### src/rtl/lfsr_rng_arbiter_if.sv
// Request/delivery bundle between client blocks and lfsr_rng_arbiter.
// Handshake: a client raises req[i] and holds it until it sees ack[i].
// ack[i] is a one-cycle strobe that coincides with rnd_vld. The client must
// drop req[i] before the next rising edge after the ack cycle, otherwise the
// still-high bit is taken as a fresh request. seed_ld is a single-cycle
// command that only has effect while busy is low.
interface lfsr_rng_arbiter_if #(
  parameter int NREQ = 4,
  parameter int IDXW = 2
);
  logic [NREQ-1:0] req;
  logic            seed_ld;
  logic [4:0]      seed;
  logic [NREQ-1:0] ack;
  logic [4:0]      rnd;
  logic            rnd_vld;
  logic [IDXW-1:0] gnt_idx;
  logic            busy;

  modport master (
    output req, seed_ld, seed,
    input  ack, rnd, rnd_vld, gnt_idx, busy
  );

  modport slave (
    input  req, seed_ld, seed,
    output ack, rnd, rnd_vld, gnt_idx, busy
  );
endinterface

### src/rtl/lfsr_rng_arbiter.sv
// Shares one 5-bit maximal-length LFSR among NREQ requesters. A granted
// requester waits STEPS LFSR advances, then receives the fresh word with a
// one-cycle ack. Reseeding is accepted only while idle.
// Build option: define LFSR_ARB_RR_EN for round-robin arbitration; without
// it the lowest asserted req index wins (fixed priority, no pointer state).
module lfsr_rng_arbiter #(
  parameter int NREQ  = 4,
  parameter int STEPS = 5,
  parameter int IDXW  = 2
) (
  input  logic               clk,
  input  logic               rst_b,
  lfsr_rng_arbiter_if.slave  bus,
  output logic [1:0]         dbg_state
);

  typedef enum logic [1:0] {
    ST_IDLE    = 2'd0,
    ST_STEP    = 2'd1,
    ST_DELIVER = 2'd2
  } state_t;

  state_t          state_q, state_d;
  logic [4:0]      lfsr_q, lfsr_d;
  logic [4:0]      cnt_q, cnt_d;
  logic [IDXW-1:0] gnt_idx_q, gnt_idx_d;
  logic [4:0]      rnd_q, rnd_d;
  logic [IDXW-1:0] win_idx;
  logic            any_req;
  logic [4:0]      lfsr_nxt;

  // One Galois-free Fibonacci step, taps 5 and 3 (x^5 + x^3 + 1).
  assign lfsr_nxt = {lfsr_q[3:0], lfsr_q[4] ^ lfsr_q[2]};
  assign any_req  = |bus.req;

`ifdef LFSR_ARB_RR_EN
  logic [IDXW-1:0] ptr_q, ptr_d;

  // Round-robin winner: first asserted req searching upward from ptr_q.
  always_comb begin
    logic            found;
    logic [IDXW-1:0] cand;
    win_idx = '0;
    found   = 1'b0;
    cand    = '0;
    for (int i = 0; i < NREQ; i++) begin
      cand = IDXW'((int'(ptr_q) + i) % NREQ);
      if (!found && bus.req[cand]) begin
        win_idx = cand;
        found   = 1'b1;
      end
    end
  end

  // Pointer moves just past the winner on every grant.
  always_comb begin
    ptr_d = ptr_q;
    if (state_q == ST_IDLE && !bus.seed_ld && any_req) begin
      ptr_d = IDXW'((int'(win_idx) + 1) % NREQ);
    end
  end

  // Round-robin pointer register.
  always_ff @(posedge clk or negedge rst_b) begin
    if (!rst_b) ptr_q <= '0;
    else        ptr_q <= ptr_d;
  end
`else
  // Fixed priority winner: lowest asserted index.
  always_comb begin
    logic [IDXW-1:0] cand;
    win_idx = '0;
    cand    = '0;
    for (int i = NREQ - 1; i >= 0; i--) begin
      cand = IDXW'(i);
      if (bus.req[cand]) win_idx = cand;
    end
  end
`endif

  // Next-state, LFSR, counter and delivery-word logic.
  always_comb begin
    state_d   = state_q;
    lfsr_d    = lfsr_q;
    cnt_d     = cnt_q;
    gnt_idx_d = gnt_idx_q;
    rnd_d     = rnd_q;
    case (state_q)
      ST_IDLE: begin
        if (bus.seed_ld) begin
          // A zero seed would lock the LFSR; coerce it to all-ones.
          lfsr_d = (bus.seed == 5'd0) ? 5'h1F : bus.seed;
        end else if (any_req) begin
          gnt_idx_d = win_idx;
          cnt_d     = 5'd0;
          state_d   = ST_STEP;
        end
      end
      ST_STEP: begin
        lfsr_d = lfsr_nxt;
        cnt_d  = cnt_q + 5'd1;
        if (cnt_q == 5'(STEPS - 1)) begin
          // Capture the word on entry so rnd equals the LFSR in DELIVER.
          rnd_d   = lfsr_nxt;
          state_d = ST_DELIVER;
        end
      end
      ST_DELIVER: begin
        state_d = ST_IDLE;
      end
      default: begin
        state_d = ST_IDLE;
      end
    endcase
  end

  // State and datapath registers.
  always_ff @(posedge clk or negedge rst_b) begin
    if (!rst_b) begin
      state_q   <= ST_IDLE;
      lfsr_q    <= 5'h1F;
      cnt_q     <= 5'd0;
      gnt_idx_q <= '0;
      rnd_q     <= 5'd0;
    end else begin
      state_q   <= state_d;
      lfsr_q    <= lfsr_d;
      cnt_q     <= cnt_d;
      gnt_idx_q <= gnt_idx_d;
      rnd_q     <= rnd_d;
    end
  end

  // Delivery strobes decode directly from the DELIVER state.
  always_comb begin
    bus.ack = '0;
    if (state_q == ST_DELIVER) bus.ack[gnt_idx_q] = 1'b1;
  end

  assign bus.rnd     = rnd_q;
  assign bus.rnd_vld = (state_q == ST_DELIVER);
  assign bus.gnt_idx = gnt_idx_q;
  assign bus.busy    = (state_q != ST_IDLE);
  assign dbg_state   = state_q;

endmodule

### src/flat_wrapper.sv
// flat-port wrapper written by rule: the top's interface ports become plain ports
module lfsr_rng_arbiter_flat 
#(
  parameter int NREQ  = 4,
  parameter int STEPS = 5,
  parameter int IDXW  = 2
)
  (clk, rst_b, dbg_state, bus_req, bus_seed_ld, bus_seed, bus_ack, bus_rnd, bus_rnd_vld, bus_gnt_idx, bus_busy);
  lfsr_rng_arbiter_if #(.NREQ(NREQ), .IDXW(IDXW)) bus_i ();
  input  logic clk;
  input  logic rst_b;
  output logic [1:0] dbg_state;
  input wire logic [$bits(bus_i.req)-1:0] bus_req;
  input wire logic [$bits(bus_i.seed_ld)-1:0] bus_seed_ld;
  input wire logic [$bits(bus_i.seed)-1:0] bus_seed;
  output wire logic [$bits(bus_i.ack)-1:0] bus_ack;
  output wire logic [$bits(bus_i.rnd)-1:0] bus_rnd;
  output wire logic [$bits(bus_i.rnd_vld)-1:0] bus_rnd_vld;
  output wire logic [$bits(bus_i.gnt_idx)-1:0] bus_gnt_idx;
  output wire logic [$bits(bus_i.busy)-1:0] bus_busy;
  assign bus_i.req = bus_req;
  assign bus_i.seed_ld = bus_seed_ld;
  assign bus_i.seed = bus_seed;
  assign bus_ack = bus_i.ack;
  assign bus_rnd = bus_i.rnd;
  assign bus_rnd_vld = bus_i.rnd_vld;
  assign bus_gnt_idx = bus_i.gnt_idx;
  assign bus_busy = bus_i.busy;
  lfsr_rng_arbiter #(.NREQ(NREQ), .STEPS(STEPS), .IDXW(IDXW)) u_core (.clk(clk), .rst_b(rst_b), .bus(bus_i), .dbg_state(dbg_state));
endmodule
### config.mk
export PLATFORM = sky130hd
export DESIGN_NAME = lfsr_rng_arbiter_flat
export DESIGN_NICKNAME = d
export VERILOG_FILES = /design/src/rtl/lfsr_rng_arbiter_if.sv /design/src/rtl/lfsr_rng_arbiter.sv /design/src/flat_wrapper.sv
export SDC_FILE = /design/constraint.sdc
export NUM_CORES = 1
export LEC_CHECK = 0
export ABC_CLOCK_PERIOD_IN_PS = 2600
export BUFFER_PORTS_ARGS = -buffer_cell sky130_fd_sc_hd__buf_2
export CAP_MARGIN = 5
export CORE_UTILIZATION = 55
export CTS_CLUSTER_SIZE = 40
export DETAILED_ROUTE_END_ITERATION = 6
export GPL_ROUTABILITY_DRIVEN = 1
export PLACE_DENSITY_LB_ADDON = 0.08
export SLEW_MARGIN = 5
export SYNTH_ARGS = -nofsm -noshare
export SYNTH_HDL_FRONTEND = slang
export SYNTH_SLANG_ARGS = --single-unit
export TNS_END_PERCENT = 50
### constraint.sdc
create_clock -name clk -period 2.6 [get_ports clk]
set_input_delay 0.26 -clock clk [delete_from_list [all_inputs] [get_ports clk]]
set_output_delay 0.26 -clock clk [all_outputs]
set_load 0.01 [all_outputs]
==> out/metrics.csv <==
metric;value;unit
num-fill-cells;145;
power_density;1120;mW/mm2
place_congestion;0.786;
wire_per_inst;12.8;um
cts_buffers;3;
cp_data_required_time;2.34;ns
root_buffer;clkbuf_4;
avgSynthCellArea;10.4;um2
antenna_found_initial;0;
setup_viol;0;
max_stage_delay;0.49;ns
initial_core_util;59.1;%
synthDominantCellAreaShare;33.9;%
crit_family;simple AND/OR/NAND/NOR gates;
path_class;reg2out;
die_w;45.3;um
placed_area;0.00116;mm2
netlist_area;0.00103;mm2
drt_pass1_iterations;4;
maxSlewHeadroom;66.1;%
fmax;579;MHz
min_period;1.73;ns
vdd_ir_drop_max;0.000636;V
clk_pin_slew;0.11;ns
drt-total-wl;1930;um
dp_hpwl;1440;um
cts_tree;built;
postCtsHoldBufs;1;
setup_tns;0;ns
rsz0062_at_grt;false;
syn_nets;113;
hold_violations;0;
clk_latency;0.30;ns
postCtsSetupBuffers;0;
layout-drive-gt1-share;36.5;%
cts-resized-gates;0;
final_nets;141;
drc;0;
core_area;0.00175;mm2
ys_top_cells_by_area;dfrtp_1 (34%), dfstp_2 (13%), mux2_4 (7.3%);
yosysUniqueCellTypes;35;
seq_area_frac_synth;46.7;%
ant_nets;0;
routed-via-count;822;
yosysWarnings;0;
status;complete, no violations;
die_h;45.3;um
via_per_inst;5.44;
n_antenna_cell;0;
clock_sinks;19;
rows;15;
postSynth.asyncResetShare;100;%
path_buf_inv;1;
max_cap_violations;0;
area_growth;16.4;%
syn-instance-count;99;
ioPinCount;27;
portBuffers;26;
cpMaxStageDelayCell;dfrtp_1;
synth-seq-cells;19;
synth_top_cell_by_area;dfrtp_1;
crit_path_start_kind;flop;
hp-class;in2reg;
grtUsageTotal;21.1;%
skew;0.00393;ns
worstPathCellList;nor2b_1, nor3b_1, buf_2;
crit_arrival;1.47;ns
dieArea;0.00205;mm2
drt_iter0_drc;10;
grt_remaining_overflow;0;
drv_slew;0;
grt_pass1_vias;642;
critical_path.max_fanout;9;
synth_edf_count;0;
synth_ff_type;dfrtp_1;
worstMarginPinSlew;0.505;ns
grt_first_pass_wirelength;2960;um
period_share;66.4;%
leakage;0.569;nW
cts_max_path_buffers;2;
end_kind;output port;
grt_max_degree;20;
htreeDepth;1;
final_area;0.00120;mm2
## stage by stage
stage / hold WS, ns / worst slack, ns / cells / utilization, % / power [mW]
floorplan: -0.0356 / 1.14 / 99 / - / 1.04
global placement: 0.215 / 1.08 / 146 / 66.5 / 1.16
detailed placement: 0.213 / 1.03 / 146 / 66.5 / 1.20
CTS: 0.247 / 0.878 / 151 / 68.8 / 1.35
global route: 0.245 / 0.773 / 151 / 68.8 / 1.45
finish: 0.252 / 0.874 / 151 / 68.8 / 1.35
## cell usage after synthesis (2+ instances only)
library cell  number
dfrtp_1           14
nor2_1            10
o22ai_1            8
inv_1              6
nand2_1            6
dfstp_2            5
mux2_4             5
nor3_1             5
nor4_1             5
xor2_1             3
a21oi_1            2
buf_2              2
buf_6              2
ha_1               2
nand2b_1           2
nand3_1            2
o22a_1             2
## routing by layer
metal | track usage [%] | part of all wire, %
met1 | 30.1 | 48
met2 | 29.9 | 46
met3 | 6.00 | 4.0
met4 | 9.09 | 2.0
met5 | 0 | 0
## layout make-up
class	count	area [um2]	area share (%)
multi-input combinational	70	495	41.3
sequential	19	482	40.1
timing repair buffer	27	140	11.7
tap	25	31.3	2.60
clock buffer	3	22.5	1.88
inverter	6	22.5	1.88
clock inverter	1	7.51	0.625
## power by group
part	internal, mW	switching, mW	leakage [nW]	total (mW)
sequential	0.463	0.142	0.223	0.604
combinational	0.300	0.292	0.332	0.592
clock	0.0587	0.0937	0.0139	0.152
total	0.821	0.528	0.569	1.35
## state kept, by name, indices dropped and copies added (netlist names)
name,count
u_core.lfsr_q,5
u_core.bus.rnd,5
u_core.bus.gnt_idx,2
u_core.dbg_state,2
u_core.cnt_q,5
## cell families after synthesis
family	count (synthesis)	synth area share, %
AOI/OAI and AO/OA	17	11.4
xor gates and xnor gates	4	3.39
adders and majority gates	2	2.42
buffers and inverters	10	5.33
DFF	19	46.7
muxes	5	7.27
and+or+nand+nor	42	23.5
## final timing paths
path / cells after the start / start / slack (ns) / end
min in group asynchronous: 2 / rst_b / 0.41 / u_core.bus.rnd[2]
max reg2reg: 5 / u_core.cnt_q[0] / 1.01 / u_core.bus.rnd[3]
min reg2reg: 2 / u_core.lfsr_q[0] / 0.51 / u_core.lfsr_q[0]
max: 3 / u_core.dbg_state[1] / 0.87 / bus_ack[0]
min: 3 / bus_seed[3] / 0.25 / u_core.lfsr_q[3]
max in group asynchronous: 2 / rst_b / 1.87 / u_core.lfsr_q[4]
## layout by cell type, fill, tap and decap left out, types with 2 or more instances in the layout
cell type	count
buf_2	26
dfrtp_1	14
nor2_1	10
o22ai_1	8
inv_1	6
nand2_1	6
mux2_4	5
nor4_1	5
nor3_1	5
dfstp_2	5
xor2_1	3
clkbuf_4	3
nand2b_1	2
a21oi_1	2
o22a_1	2
nand3_1	2
ha_1	2
## worst reg2reg max path: stages, from the launching register on
cell and delay [ns]:
dfrtp_1 0.44, inv_1 0.06, ha_1 0.19, nand4bb_1 0.11, nand2b_1 0.34, mux2_4 0.34
Note: power is estimated with default switching activity, not from simulation.
